`src/rtl/conv_tile_scheduler.sv`:
```
// Tile scheduler for the 16-MAC 3x3 convolution array: walks (x, y, group) in raster order,
// fetches operands, fires the array, and hands each result to the output writer.
module conv_tile_scheduler #(
   parameter int NUM_MACS = 16,
   parameter int DIM_BITS = 8,
   parameter int GRP_BITS = 4
) (
   input  logic                clk,
   input  logic                rst_n,
   input  logic                start,
   input  logic [DIM_BITS-1:0] cfg_out_w,
   input  logic [DIM_BITS-1:0] cfg_out_h,
   input  logic [GRP_BITS-1:0] cfg_groups,
   input  logic                cfg_mode,
   output logic                busy,
   output logic                done,
   output logic                fetch_req,
   output logic [DIM_BITS-1:0] fetch_x,
   output logic [DIM_BITS-1:0] fetch_y,
   output logic [GRP_BITS-1:0] fetch_grp,
   input  logic                fetch_ack,
   output logic                mac_start,
   output logic                mac_clear,
   input  logic                mac_res_valid,
   output logic                wr_valid,
   input  logic                wr_ready,
   output logic [DIM_BITS-1:0] wr_x,
   output logic [DIM_BITS-1:0] wr_y,
   output logic [GRP_BITS-1:0] wr_grp
);

   if (NUM_MACS < 1) begin : g_num_macs_check
      $error("conv_tile_scheduler: NUM_MACS must be at least 1");
   end

   localparam logic [DIM_BITS-1:0] DIM_ONE = DIM_BITS'(1);
   localparam logic [GRP_BITS-1:0] GRP_ONE = GRP_BITS'(1);

   typedef enum logic [2:0] {
      S_IDLE,
      S_FETCH,
      S_ISSUE,
      S_WAIT,
      S_WRITE,
      S_DONE
   } state_t;

   state_t              state;
   logic [DIM_BITS-1:0] x;
   logic [DIM_BITS-1:0] y;
   logic [GRP_BITS-1:0] grp;
   logic [DIM_BITS-1:0] w_q;
   logic [DIM_BITS-1:0] h_q;
   logic [GRP_BITS-1:0] last_grp_q;
   logic                mode_q;

   logic at_last_grp;
   logic at_last_x;
   logic at_last_y;

   assign at_last_grp = (grp == last_grp_q);
   assign at_last_x   = (x == w_q - DIM_ONE);
   assign at_last_y   = (y == h_q - DIM_ONE);

   // Coordinates come straight from the loop counters, which only move on a handshake,
   // so they are stable for as long as a request is pending.
   assign fetch_x   = x;
   assign fetch_y   = y;
   assign fetch_grp = grp;
   assign wr_x      = x;
   assign wr_y      = y;
   assign wr_grp    = mode_q ? grp : '0;

   // NOTE: all state and registered outputs use non-blocking assignments so every branch
   // below sees the pre-edge values regardless of statement order.
   always_ff @(posedge clk or negedge rst_n) begin
      if (!rst_n) begin
         state      <= S_IDLE;
         x          <= '0;
         y          <= '0;
         grp        <= '0;
         w_q        <= '0;
         h_q        <= '0;
         last_grp_q <= '0;
         mode_q     <= 1'b0;
         busy       <= 1'b0;
         done       <= 1'b0;
         fetch_req  <= 1'b0;
         mac_start  <= 1'b0;
         mac_clear  <= 1'b0;
         wr_valid   <= 1'b0;
      end else begin
         done      <= 1'b0;
         mac_start <= 1'b0;
         mac_clear <= 1'b0;

         case (state)
            S_IDLE: begin
               if (start) begin
                  w_q        <= cfg_out_w;
                  h_q        <= cfg_out_h;
                  last_grp_q <= (cfg_groups == '0) ? '0 : cfg_groups - GRP_ONE;
                  mode_q     <= cfg_mode;
                  x          <= '0;
                  y          <= '0;
                  grp        <= '0;
                  busy       <= 1'b1;
                  if (cfg_out_w == '0 || cfg_out_h == '0) begin
                     state <= S_DONE;
                  end else begin
                     fetch_req <= 1'b1;
                     state     <= S_FETCH;
                  end
               end
            end

            S_FETCH: begin
               if (fetch_ack) begin
                  fetch_req <= 1'b0;
                  mac_start <= 1'b1;
                  mac_clear <= (grp == '0) || mode_q;
                  state     <= S_ISSUE;
               end
            end

            S_ISSUE: begin
               state <= S_WAIT;
            end

            S_WAIT: begin
               if (mac_res_valid) begin
                  if (mode_q || at_last_grp) begin
                     wr_valid <= 1'b1;
                     state    <= S_WRITE;
                  end else begin
                     grp       <= grp + GRP_ONE;
                     fetch_req <= 1'b1;
                     state     <= S_FETCH;
                  end
               end
            end

            S_WRITE: begin
               if (wr_ready) begin
                  wr_valid <= 1'b0;
                  if (mode_q && !at_last_grp) begin
                     grp <= grp + GRP_ONE;
                  end else begin
                     grp <= '0;
                     if (at_last_x) begin
                        x <= '0;
                        if (!at_last_y) y <= y + DIM_ONE;
                     end else begin
                        x <= x + DIM_ONE;
                     end
                  end
                  if (at_last_x && at_last_y && at_last_grp) begin
                     state <= S_DONE;
                  end else begin
                     fetch_req <= 1'b1;
                     state     <= S_FETCH;
                  end
               end
            end

            S_DONE: begin
               done  <= 1'b1;
               busy  <= 1'b0;
               state <= S_IDLE;
            end

            default: state <= S_IDLE;
         endcase
      end
   end

endmodule

```
`config.mk`:
```
export PLATFORM = sky130hd
export DESIGN_NAME = conv_tile_scheduler
export DESIGN_NICKNAME = d
export VERILOG_FILES = /design/src/rtl/conv_tile_scheduler.sv
export SDC_FILE = /design/constraint.sdc
export NUM_CORES = 1
export LEC_CHECK = 0
export BUFFER_PORTS_ARGS = -buffer_cell sky130_fd_sc_hd__buf_2
export CORE_MARGIN = 2
export CORE_UTILIZATION = 45
export DETAILED_ROUTE_END_ITERATION = 10
export GPL_TIMING_DRIVEN = 0
export PLACE_DENSITY = 0.71
export SETUP_SLACK_MARGIN = 0.15
export SLEW_MARGIN = 20
export SYNTH_ARGS = -nofsm -noshare
export SYNTH_HDL_FRONTEND = slang
export SYNTH_SLANG_ARGS = --single-unit
export TNS_END_PERCENT = 50
```
`constraint.sdc`:
```
create_clock -name clk -period 6.59 [get_ports clk]
set_input_delay 1.318 -clock clk [delete_from_list [all_inputs] [get_ports clk]]
set_output_delay 1.318 -clock clk [all_outputs]
set_load 0.02 [all_outputs]
```
After elaboration in Yosys (flattened, before gate mapping)
Cells that the tools add are included.

cells by class
  $add $sub $neg = 6
  $mul = 0
  divide/modulo/power cells = 0
  order comparisons = 0
  equal/unequal tests = 19
  shift-type cells = 0
  multiplexer cells = 45
  bitwise logic cells = 0
  reduce and logical (&&, ||, !) cells = 25

operators by type and width
  operator             number
  $mux 8               8
  $pmux 8 s2           2
  $mux 4               7
  $ne 2x2->1 const B   11
  $mux 3               7
  $add 8x1->8 const B  2
  $eq 8x8->1           2
  $logic_not 8->1      2
  $mux 1               16
  $sub 8x1->8 const B  2
  $pmux 3 s5           1
  $pmux 4 s3           1
  $reduce_and 4->1     3
  $logic_not 4->1      2
  $reduce_and 8->1     1
  $eq 3x2->1 const B   2
  $eq 3x3->1 const B   2
  $reduce_and 6->1     1
  $reduce_bool 2->1    3
  $reduce_and 5->1     1
  $add 4x1->4 const B  1
  $eq 4x4->1           1
  $pmux 1 s2           2
  $pmux 1 s4           1
  other kinds (9)      14

word-level totals
  register bits after elaboration = 50
  bits in latches = 0
  bits in writable memories = 0
  memory bits (read-only) = 0
  output and inout bits = 46
  logic and storage cells = 109
  memories = 0

Logic depth before layout (Yosys ltp)
Gate-level depths: netlist (run 1).

  depth after elaboration = 7
  gate-level depth with buffers = 9
  gate-level depth less buffers = 8

Worst setup path before layout (run 1)
OpenSTA, ideal clock, no wires.

  kind = input -> register
  start point = in wr_ready
  end point = reg y[6] (netlist: fetch_y[6])
  library setup time = 0.078 ns
  data arrival time = 2.920 ns
  setup slack = 3.592 ns
  stages = 7
  path through = mux2_2 -> o22ai_1 -> a311oi_2 -> o41ai_1 -> buf_2 -> or4_1 -> a21oi_1

on the way
  longest elaborated chain between the ends = 2

ends and longest elaborated chain
  what                        RTL line  text
  start, declared             26        input logic wr_ready,
  $ne 2x2->1 (no line)        --
  $reduce_and 6->1 (no line)  --
  end signal, assigned        152       if (!at_last_y) y <= y + DIM_ONE;
  end, declared               50        logic [DIM_BITS-1:0] y;

No other way between the ends.
A chain may end at the register's enable or synchronous reset.

Worst setup path in the final report (run 1)
Ends and elaborated chain as after synthesis.

==> results of run 1 <==
==> cell families (layout without fill, tap and decap cells) <==
logic type                 after synthesis  in the layout  share of synthesized area [%]
AOI/OAI and AO/OA                       69             69                           15.2
muxes                                    1              1                          0.365
and+or+nand+nor                        165            165                           26.3
adders and majority gates                6              6                           2.43
buffers and inverters                   42            122                           7.13
xor gates and xnor gates                28             28                           7.95
DFF                                     50             50                           40.5
==> power groups by stage <==
stage / combinational (mW) / clock [mW] / sequential (mW)
3_5_place_dp: 0.687 / 0 / 0.515
2_1_floorplan: 0.493 / 0 / 0.520
4_1_cts: 0.689 / 0.233 / 0.509
5_1_grt: 0.778 / 0.245 / 0.527
6_report: 0.690 / 0.229 / 0.509
3_3_place_gp: 0.664 / 0 / 0.512
==> worst reg2reg max path: stages, from the launching register on <==
cell and delay [ns]:
sky130_fd_sc_hd__dfrtp_1 0.47, sky130_fd_sc_hd__xnor2_1 0.19, sky130_fd_sc_hd__nand4_1 0.32, sky130_fd_sc_hd__a311oi_2 0.75, sky130_fd_sc_hd__o41ai_1 0.29, sky130_fd_sc_hd__buf_2 0.26, sky130_fd_sc_hd__or4_1 0.41, sky130_fd_sc_hd__a21oi_1 0.15
==> routing by layer <==
layer | GRT usage [%] | up-vias | routed length, um
li1 | - | 1415 | -
met2 | 33.0 | 88 | 3510
met3 | 3.43 | 9 | 394
met1 | 29.1 | 1318 | 3450
met4 | 6.82 | 0 | 135
met5 | 0 | - | 0
==> state kept, by name (all words and copies together), names as in the netlist <==
| name | flops |
|---|---|
| fetch_x | 8 |
| fetch_y | 8 |
| h_q | 8 |
| w_q | 8 |
| fetch_grp | 4 |
| last_grp_q | 4 |
| state | 3 |
| busy | 1 |
| done | 1 |
| fetch_req | 1 |
| mac_clear | 1 |
| mac_start | 1 |
| mode_q | 1 |
| wr_valid | 1 |
==> final timing paths <==
kind	startpoint	endpoint	slack, ns
max in group asynchronous	rst_n	mode_q	5.14
hold / removal	last_grp_q[3]	last_grp_q[3]	0.50
hold reg to reg	last_grp_q[3]	last_grp_q[3]	0.50
setup / recovery	wr_ready	fetch_y[6]	3.35
min in group asynchronous	rst_n	fetch_x[5]	1.02
setup reg to reg	fetch_grp[0]	fetch_y[6]	3.68
==> stage by stage <==
stage	cells	instance area, sq um	utilization [%]	setup WS (ns)	hold slack, ns
6_report	521	3670	54.6	3.35	0.499
5_1_grt	521	3670	54.6	3.16	0.545
4_1_cts	521	3660	54.5	3.39	0.502
3_5_place_dp	513	3550	52.8	3.08	0.479
3_3_place_gp	513	3550	52.8	3.09	0.479
2_1_floorplan	361	3090	-	3.59	0.460
==> synthesized netlist by cell type (3+ instances only) <==
library cell / number / area share (%)
sky130_fd_sc_hd__o21ai_0: 19 / 3.1
sky130_fd_sc_hd__nand3_1: 10 / 1.6
sky130_fd_sc_hd__nor3_1: 10 / 1.6
sky130_fd_sc_hd__dfrtp_1: 50 / 41
sky130_fd_sc_hd__inv_1: 13 / 1.6
sky130_fd_sc_hd__nand4_1: 7 / 1.4
sky130_fd_sc_hd__or4_1: 5 / 1.2
sky130_fd_sc_hd__nand2_1: 67 / 8.1
sky130_fd_sc_hd__o22ai_1: 4 / 0.81
sky130_fd_sc_hd__nor2b_1: 4 / 0.81
sky130_fd_sc_hd__and3_1: 9 / 1.8
sky130_fd_sc_hd__ha_1: 6 / 2.4
sky130_fd_sc_hd__o31ai_1: 8 / 1.9
sky130_fd_sc_hd__nor4_1: 7 / 1.4
sky130_fd_sc_hd__xnor2_1: 15 / 4.3
sky130_fd_sc_hd__xor2_1: 13 / 3.7
sky130_fd_sc_hd__a31oi_1: 3 / 0.61
sky130_fd_sc_hd__buf_4: 16 / 3.9
sky130_fd_sc_hd__a21oi_1: 15 / 2.4
sky130_fd_sc_hd__or3b_2: 3 / 0.85
sky130_fd_sc_hd__clkbuf_1: 8 / 0.97
sky130_fd_sc_hd__nor2_1: 27 / 3.3
==> layout make-up <==
cell class              count  area [sq um]  area share [%]
well taps                  80           100            2.73
repair buffers             72           363            9.89
flip-flops and latches     50          1250            34.1
clock inverters             3          48.8            1.33
multi-input cells         269          1620            44.0
inverters                  14          52.6            1.43
plain buffers              28           168            4.57
clock buffers               5          68.8            1.88
==> qor_table.md, run 1 <==
| Metric | Reported |
| --- | --- |
| Combined buffer and inverter count along the critical path | 2 |
| Routed via count | 2830 |
| Cell count after synthesis | 361 |
| Overall die width | 86.8 um |
| Buffers inserted during post-CTS setup optimization | 0 |
| Avg Vias per Cell | 5.43 |
| Clk buf depth | 2 |
| Slowest cell delay on critical path | 0.67 ns |
| TritonCTS Buffers | 5 |
| Leakage | 1.82 nW |
| Final HPWL from detailed placement | 5.60 mm |
| DRT Pass-1 Iters | 4 |
| Post-CTS clock slew at the launch and capture registers of the worst setup and hold paths | 0.10 ns |
| P_int | 0.783 mW |
| Vertical die dimension | 86.8 um |
| H-tree levels | 2 |
| Arrival time at the worst endpoint | 3.47 ns |
| Antenna violations before repair | 0 |
| Synthesized Nets | 394 |
| CORE AREA | 0.00672 sq mm |
| Number of instances on the worst hold path | 2 |
| Share of power burned in combinational logic | 48.3% |
| Input/output buffers | 72 |
| Library cell used as clock root buffer | sky130_fd_sc_hd__clkbuf_8 |
| Critical path type | primary input to register |
| Type of the worst min-delay path | register to register |
| Kind of launch point of the worst setup path | primary input |
| Clk Latency, worst-skew pair | 0.31 ns |
| Area added between synthesis and finish | 18.8% |
| Largest delay contributor family on the critical path | compound AO/OA/AOI/OAI gates |
| Sw Ratio | 45.2% |
| Synth async-reset ratio | 100% |
| Global-route wire length before repair | 12.5 mm |
| Fin. max-slew vios | 0 |
| Clock tree from TritonCTS | yes |
| Chain of cells forming the critical path | buf_2, mux2_2, o22ai_1, a311oi_2, o41ai_1, buf_2, or4_1, a21oi_1 |
| Maximum number of pins on one net before global-route repair | 51 |
| Remaining global-route overflow | 0 |
| Count of inserted antenna diode cells | 0 |
| R2r worst-path depth | 7 |
| Cell count along the critical path | 8 |
| Post-layout minimum cycle time | 3.24 ns |
| Final count of hold timing violations | 0 |
| Top flip-flop cell by instance count after synthesis | sky130_fd_sc_hd__dfrtp_1 |
| Synth Register Bits | 50 |
| # Max-Cap Violations | 0 |
| Seq pwr share | 35.6% |
| CP dominant cell by count | sky130_fd_sc_hd__buf_2 |
| WL/cell | 14.4 um |
| Number of antenna-violating nets in the routed design | 0 |
| Relative slew slack | 51.1% |
| Fraction of layout instances using a drive strength above 1 | 25.4% |
| Final GP Congestion | 0.849 |
| Result of the run | complete, no violations |
| Yosys synthesis warning count | 0 |
| Setup repair after global routing missed its margin | false |
| Layout fillers | 631 |
| Relative contribution of the clock network to total power | 16.1% |
| Total number of clock tree sinks | 50 |
| Worst clock skew | 0.00942 ns |
| Power spent charging and discharging nets | 0.645 mW |
| Pwr/cell area | 390 mW/mm^2 |
| Number of global-route vias before repair | 2600 |
| Initial core utilization | 45.9% |
| Share of the clock period used by the worst path | 49.1% |
| Netlist area before placement | 0.00309 sq mm |
| Sum of internal, switching and leakage power | 1.43 mW |
| FP Rows | 30 |
| Iter 0 DRT Violations | 217 |
| Maximum clock rate | 309 MHz |
| Number of synthesized flops with an enable pin | 0 |
| CTS resizes | 0 |
| Sum of routed wire length over all layers | 7.49 mm |
| Critical path capture point type | register |
| Top-level port count | 73 |
| Total setup violations reported at the end of the flow | 0 |
| Post-route DRC | 0 |
| Most common cell after layout, fill and taps aside | sky130_fd_sc_hd__buf_2 |
| Worst ir drop on vdd | 127 uV |
| Worst endpoint required time | 6.83 ns |
| Distinct cells, synth | 52 |
| Slew at the pin with the worst max-slew slack | 0.726 ns |
| Max Fanout on Critical Path | 10 |
| Hold buffer count at CTS | 0 |
| Total track usage | 20.8% |
| Sequential cell area fraction in the yosys report | 40.5% |
| Commonest cells after routing, fill and taps aside | 73 x sky130_fd_sc_hd__buf_2, 67 x sky130_fd_sc_hd__nand2_1, 50 x sky130_fd_sc_hd__dfrtp_1 |
| Overall die area | 0.00754 sq mm |
| Cell type of the slowest stage on the worst timing path | sky130_fd_sc_hd__a311oi_2 |
| Total Negative Setup Slacks | 0 ns |
| Syn Area/Cell | 8.55 sq um |
| # nets final | 473 |
Power figures use the tool's default switching activity.
==> run 2: changes to the inputs <==
--- a/config.mk
+++ b/config.mk
@@ -10,7 +10,7 @@
 export CORE_UTILIZATION = 45
 export DETAILED_ROUTE_END_ITERATION = 10
 export GPL_TIMING_DRIVEN = 0
-export PLACE_DENSITY = 0.71
+export PLACE_DENSITY = 0.73
 export SETUP_SLACK_MARGIN = 0.15
 export SLEW_MARGIN = 20
 export SYNTH_ARGS = -nofsm -noshare
==> constraint.sdc (replaced) <==
create_clock -name clk -period 2.95 [get_ports clk]
set_input_delay 0.59 -clock clk [delete_from_list [all_inputs] [get_ports clk]]
set_output_delay 0.59 -clock clk [all_outputs]
set_load 0.02 [all_outputs]
==> run 2 against run 1 <==
  * Register-to-register slack got worse by 3.4 ns
  * Worst setup slack got worse by 3.1 ns
  * Routed wire length increased by 4.8%
  * First-iteration DRC count decreased by 25%
  * Die area unchanged
  * Hold slack got worse by 0.21 ns
  * Critical path type is now register to register
  * Sequential power increased by 130%
  * Via count increased by 1.6%
  * Highest routed layer unchanged
  * Power increased by 130%
==> qor_table.md, run 2 (same netlist as run 1, synthesis figures left out) <==
| Metric | Reported | vs previous |
| --- | --- | --- |
| Sum of internal, switching and leakage power | 3.31 mW | +130% |
| Share of the clock period used by the worst path | 90.2% |  |
| Leakage | 1.86 nW | +1.9% |
| Slew at the pin with the worst max-slew slack | 0.636 ns | -0.0897 ns |
| Top-level port count | 73 | unchanged |
| WL/cell | 14.9 um | +3.8% |
| Total track usage | 20.7% | -0.14 points |
| Tightest hold margin | 0.286 ns | -0.213 ns |
| Total setup violations reported at the end of the flow | 0 | unchanged |
| Final HPWL from detailed placement | 5.61 mm | +0.23% |
| Critical path type | register to register |  |
| Clk buf depth | 2 | unchanged |
| Clock tree from TritonCTS | yes |  |
| Area added between synthesis and finish | 21.4% |  |
| Sw Ratio | 47.3% | +2.1 points |
| Post-route DRC | 0 | unchanged |
| Setup repair after global routing missed its margin | false |  |
| Number of global-route vias before repair | 2531 | -2.7% |
| Avg Vias per Cell | 5.46 | +0.59% |
| Post-CTS clock slew at the launch and capture registers of the worst setup and hold paths | 0.11 ns | about the same |
| H-tree levels | 2 | unchanged |
| Remaining global-route overflow | 0 | unchanged |
| Clk Latency, worst-skew pair | 0.32 ns | about the same |
| FP Rows | 30 | unchanged |
| Iter 0 DRT Violations | 162 | -25% |
| Arrival time at the worst endpoint | 2.91 ns | -0.56 ns |
| Sum of routed wire length over all layers | 7.85 mm | +4.8% |
| Relative contribution of the clock network to total power | 13.4% | -2.7 points |
| Total number of clock tree sinks | 50 | unchanged |
| R2r worst-path depth | 9 | +2 |
| Fin. max-slew vios | 0 | unchanged |
| Most common cell after layout, fill and taps aside | sky130_fd_sc_hd__buf_2 |  |
| Post-layout minimum cycle time | 2.66 ns |  |
| Pwr/cell area | 883 mW/mm^2 | +130% |
| Seq pwr share | 34.8% | -0.8 points |
| Antenna violations before repair | 0 | unchanged |
| DRT Pass-1 Iters | 4 | unchanged |
| Vertical die dimension | 86.8 um | unchanged |
| Worst endpoint required time | 3.19 ns | -3.64 ns |
| # nets final | 478 | +1.1% |
| Result of the run | complete, no violations |  |
| CORE AREA | 0.00672 sq mm | unchanged |
| Worst R2R End | fetch_y[5] |  |
| Overall die width | 86.8 um | unchanged |
| Routed via count | 2874 | +1.6% |
| Register-to-register setup slack | 0.29 ns | -3.39 ns |
| P_int | 1.74 mW | +120% |
| Max Fanout on Critical Path | 5 | -5 |
| Worst clock skew | 0.0102 ns | +0.000821 ns |
| # Max-Cap Violations | 0 | unchanged |
| Non-filler cells, final | 526 | +0.96% |
| Type of the worst min-delay path | primary input to asynchronous set/reset pin |  |
| Final count of hold timing violations | 0 | unchanged |
| Fraction of layout instances using a drive strength above 1 | 27.6% | +2.2 points |
| Initial core utilization | 45.9% | unchanged |
| Maximum clock rate | 376 MHz |  |
| Worst ir drop on vdd | 293 uV | +130% |
| Cell count after placement | 513 | unchanged |
| Critical path capture point type | register |  |
| Global-route wire length before repair | 12.4 mm | -0.39% |
| Maximum number of pins on one net before global-route repair | 51 | unchanged |
| Count of inserted antenna diode cells | 0 | unchanged |
| Number of antenna-violating nets in the routed design | 0 | unchanged |
| Layout fillers | 628 | -0.48% |
| Power spent charging and discharging nets | 1.56 mW | +140% |
| Relative slew slack | 57.6% | +6.5 points |
| Launching point of the worst reg2reg path | w_q[0] |  |
| Total Negative Setup Slacks | 0 ns | unchanged |
| Overall die area | 0.00754 sq mm | unchanged |
| Critical path launch point | w_q[0] |  |
| Input/output buffers | 72 | unchanged |
| Share of power burned in combinational logic | 51.9% | +3.6 points |
| Hold buffer count at CTS | 0 | unchanged |
| TritonCTS Buffers | 5 | unchanged |
| Final GP Congestion | 0.881 | +3.8% |
| Library cell used as clock root buffer | sky130_fd_sc_hd__clkbuf_8 |  |
| Commonest cells after routing, fill and taps aside | 73 x sky130_fd_sc_hd__buf_2, 67 x sky130_fd_sc_hd__nand2_1, 50 x sky130_fd_sc_hd__dfrtp_1 |  |
| Kind of launch point of the worst setup path | register |  |
-- run 2: cell types whose count changed in the layout (fill, tap and decap cells not counted), moves of 2 or more --
cell	before	now
sky130_fd_sc_hd__nor3_2	0	2
sky130_fd_sc_hd__inv_6	0	2
sky130_fd_sc_hd__buf_4	17	21
sky130_fd_sc_hd__nor3_1	10	8
-- run 2: power groups by stage --
stage          registers, mW  logic, mW  clock network, mW
6_report                1.15       1.72              0.442
5_1_grt                 1.19       1.91              0.473
3_3_place_gp            1.14       1.48                  0
4_1_cts                 1.14       1.57              0.444
3_5_place_dp            1.15       1.54                  0
2_1_floorplan           1.16       1.10                  0
-- run 2: worst max path at each step --
stage	to	slack [ns]	cells after the start
after floorplan	fetch_y[5]	0.49	8
after global placement	fetch_y[6]	0.12	7
after detailed placement	fetch_y[6]	0.11	7
after CTS	fetch_y[5]	0.20	8
after global routing	fetch_y[5]	0.15	8
final	fetch_y[5]	0.29	9
-- run 2: metal layers --
| metal | vias to the layer above | global-route usage, % | part of all wire [%] |
|---|---|---|---|
| met2 | 83 | 33.2 | 48 |
| li1 | 1427 | - | - |
| met3 | 6 | 3.33 | 4.2 |
| met1 | 1358 | 29.0 | 47 |
| met4 | 0 | 5.82 | 0.93 |
| met5 | - | 0 | 0 |
-- run 2: final cells by class --
type	count	area, sq um	share of cell area, %
plain buffers	28	171	4.57
clock buffers	5	68.8	1.84
clock inverters	3	26.3	0.701
inverters	14	52.6	1.40
multi-input cells	270	1680	44.9
flip-flops and latches	50	1250	33.4
well taps	80	100	2.67
repair buffers	76	393	10.5
-- run 2: what timing repair did --
| action | 4_1_cts | 5_1_grt |
|---|---|---|
| setup endpoints to repair | 5 | 14 |
| pin swaps | 0 | 4 |
| resized for setup | 2 | 9 |
| endpoints found under the hold margin | 0 | 0 |
| cloned | 0 | 1 |
| setup buffers | 0 | 4 |
-- run 2: through the flow --
stage	setup WS [ns]	util, %	cell area, sq um
after floorplan	0.495	-	3090
after global placement	0.124	52.8	3550
after detailed placement	0.111	52.8	3550
after CTS	0.199	54.5	3660
after global routing	0.151	55.8	3750
final	0.289	55.8	3750
-- run 2: worst max-delay path, stage by stage (launching register included) --
cell and delay (ns):
sky130_fd_sc_hd__dfrtp_1 0.45, sky130_fd_sc_hd__inv_1 0.10, sky130_fd_sc_hd__ha_1 0.18, sky130_fd_sc_hd__or3b_2 0.50
sky130_fd_sc_hd__xnor2_1 0.17, sky130_fd_sc_hd__nor3_2 0.15, sky130_fd_sc_hd__buf_4 0.16, sky130_fd_sc_hd__a41oi_4 0.16
sky130_fd_sc_hd__or4_1 0.55, sky130_fd_sc_hd__a21oi_1 0.17
==> run 3: changes to the inputs <==
--- a/config.mk
+++ b/config.mk
@@ -6,10 +6,12 @@
 export NUM_CORES = 1
 export LEC_CHECK = 0
 export BUFFER_PORTS_ARGS = -buffer_cell sky130_fd_sc_hd__buf_2
+export CAP_MARGIN = 20
 export CORE_MARGIN = 2
 export CORE_UTILIZATION = 45
 export DETAILED_ROUTE_END_ITERATION = 10
 export GPL_TIMING_DRIVEN = 0
+export MAX_ROUTING_LAYER = met4
 export PLACE_DENSITY = 0.73
 export SETUP_SLACK_MARGIN = 0.15
 export SLEW_MARGIN = 20
==> run 3 against run 2 <==
  * First-iteration DRC count decreased by 3.1%
  * Worst setup slack worse by 0.016 ns
  * Largest power group unchanged
  * Design area barely moved
  * Combinational power barely moved
  * Global-route usage rose by 0.69 points
  * Sequential share of layout area about the same
  * Highest routed layer unchanged
  * Critical endpoint is now fetch_y[7]
  * Sequential power is essentially flat
==> qor_table.md, run 3 (same netlist as run 1, synthesis figures left out) <==
| Metric | Reported | vs previous |
| --- | --- | --- |
| Sw Ratio | 47.3% | about the same |
| Critical path type | register to register |  |
| Post-route DRC | 0 | unchanged |
| Final GP Congestion | 0.896 | +1.7% |
| Total setup violations reported at the end of the flow | 0 | unchanged |
| Chain of cells forming the critical path | inv_1, ha_1, or3b_2, xnor2_1, nor3_2, buf_4, a41oi_2, buf_4, o31a_1, o21a_1 |  |
| Relative slew slack | 56.8% | -0.84 points |
| Count of inserted antenna diode cells | 0 | unchanged |
| H-tree levels | 2 | unchanged |
| Post-CTS clock slew at the launch and capture registers of the worst setup and hold paths | 0.11 ns | about the same |
| Cell type of the slowest stage on the worst timing path | sky130_fd_sc_hd__or3b_2 |  |
| Area added between synthesis and finish | 21.5% | about the same |
| P_int | 1.75 mW | +0.15% |
| Input/output buffers | 72 | unchanged |
| Slowest cell delay on critical path | 0.50 ns | -0.05 ns |
| Power spent charging and discharging nets | 1.56 mW | about the same |
| Total Negative Setup Slacks | 0 ns | unchanged |
| Kind of launch point of the worst setup path | register |  |
| Share of the clock period used by the worst path | 90.8% | +0.54 points |
| TritonCTS Buffers | 5 | unchanged |
| Leakage | 1.86 nW | about the same |
| FP Rows | 30 | unchanged |
| Final count of hold timing violations | 0 | unchanged |
| R2r worst-path depth | 10 | +1 |
| Avg Vias per Cell | 5.53 | +1.2% |
| Type of the worst min-delay path | primary input to asynchronous set/reset pin |  |
| Layout Cell Area excl Fill | 0.00375 sq mm | about the same |
| DRT Pass-1 Iters | 4 | unchanged |
| Worst ir drop on vdd | 296 uV | +0.71% |
| Launching point of the worst reg2reg path | w_q[0] |  |
| Post-layout minimum cycle time | 2.68 ns | +0.0161 ns |
| Register-to-register setup slack | 0.27 ns | -0.02 ns |
| Worst endpoint required time | 3.16 ns | -0.03 ns |
| Iter 0 DRT Violations | 157 | -3.1% |
| Maximum number of pins on one net before global-route repair | 51 | unchanged |
| # Max-Cap Violations | 0 | unchanged |
| Routed via count | 2909 | +1.2% |
| Relative contribution of the clock network to total power | 13.3% | about the same |
| Vertical die dimension | 86.8 um | unchanged |
| Pwr/cell area | 883 mW/mm^2 | about the same |
| Number of antenna-violating nets in the routed design | 0 | unchanged |
| Seq pwr share | 34.8% | about the same |
| Number of global-route vias before repair | 2531 | unchanged |
| Worst clock skew | 0.0133 ns | +0.00310 ns |
| Share of power burned in combinational logic | 52.0% | about the same |
| # nets final | 478 | unchanged |
| Slew at the pin with the worst max-slew slack | 0.649 ns | +0.0126 ns |
| Library cell used as clock root buffer | sky130_fd_sc_hd__clkbuf_8 |  |
| Final HPWL from detailed placement | 5.61 mm | unchanged |
| Overall die area | 0.00754 sq mm | unchanged |
| Max Fanout on Critical Path | 5 | unchanged |
| Global-route wire length before repair | 12.5 mm | +0.39% |
| Top-level port count | 73 | unchanged |
| Total number of clock tree sinks | 50 | unchanged |
| Sum of routed wire length over all layers | 7.89 mm | +0.48% |
| Critical path capture point type | register |  |
| Remaining global-route overflow | 0 | unchanged |
| Commonest cells after routing, fill and taps aside | 73 x sky130_fd_sc_hd__buf_2, 67 x sky130_fd_sc_hd__nand2_1, 50 x sky130_fd_sc_hd__dfrtp_1 |  |
| Fraction of layout instances using a drive strength above 1 | 27.6% | unchanged |
| Clk buf depth | 2 | unchanged |
| Clock tree from TritonCTS | yes |  |
| Result of the run | complete, no violations |  |
| Maximum clock rate | 373 MHz | -0.60% |
| Overall die width | 86.8 um | unchanged |
| CP dominant cell by count | sky130_fd_sc_hd__buf_4 |  |
| Most common cell after layout, fill and taps aside | sky130_fd_sc_hd__buf_2 |  |
| CORE AREA | 0.00672 sq mm | unchanged |
| Setup repair after global routing missed its margin | false |  |
| Placed Instance Area | 0.00355 sq mm | unchanged |
| Initial core utilization | 45.9% | unchanged |
| Antenna violations before repair | 0 | unchanged |
| Final core utilization | 55.8% | about the same |
| WL/cell | 15.0 um | +0.48% |
| Worst R2R End | fetch_y[7] |  |
| Total track usage | 21.4% | +0.69 points |
| Hold buffer count at CTS | 0 | unchanged |
| Fin. max-slew vios | 0 | unchanged |
| Arrival time at the worst endpoint | 2.89 ns | -0.02 ns |
| Clk Latency, worst-skew pair | 0.32 ns | about the same |
==> run 3: worst max-delay path by stage <==
stage | start | end
after CTS | w_q[0] | fetch_y[5]
after global placement | fetch_grp[0] | fetch_y[6]
after detailed placement | fetch_grp[0] | fetch_y[6]
after floorplan | w_q[0] | fetch_y[5]
after global routing | w_q[0] | fetch_y[5]
final | w_q[0] | fetch_y[7]
==> run 3: power by group through the flow <==
stage                     registers, mW  clock network (mW)  logic (mW)
after floorplan                    1.16                   0        1.10
final                              1.15               0.439        1.72
after CTS                          1.14               0.444        1.57
after detailed placement           1.15                   0        1.54
after global placement             1.14                   0        1.48
after global routing               1.19               0.476        1.92
==> run 3: routing by layer <==
layer  up-vias  global-route usage, %  part of all wire [%]
met1      1382                   29.4                    47
met4         0                   5.82                  0.94
met3         7                   3.33                   4.0
met5         -                      -                     0
li1       1433                      -                     -
met2        87                   33.0                    48
==> run 3: cell type report <==
type	instances	area (sq um)
flip-flops and latches	50	1250
well taps	80	100
multi-input cells	270	1690
clock inverters	3	26.3
clock buffers	5	68.8
fillers	627	2970
plain buffers	28	171
inverters	14	52.6
repair buffers	76	393
==> run 3: metrics by stage <==
stage | worst slack (ns) | cells | total power, mW | hold WS, ns
2_1_floorplan | 0.495 | 361 | 2.26 | 0.294
5_1_grt | 0.166 | 526 | 3.58 | 0.339
3_3_place_gp | 0.124 | 513 | 2.62 | 0.480
3_5_place_dp | 0.111 | 513 | 2.69 | 0.479
4_1_cts | 0.199 | 521 | 3.16 | 0.469
6_report | 0.273 | 526 | 3.31 | 0.296
==> run 3: timing repair <==
item,4_1_cts,5_1_grt
gates resized for setup,2,10
buffers inserted,0,4
gates cloned,0,1
endpoints found under the setup margin,5,14
pin swaps,0,4
==> run 3: critical path: cells and delay by family (launching register included) <==
family | cells | cell delay, ns
and+or+nand+nor | 2 | 0.65
AOI/OAI and AO/OA | 3 | 0.66
DFF | 1 | 0.45
xor gates and xnor gates | 1 | 0.17
adders and majority gates | 1 | 0.18
buffers and inverters | 3 | 0.46
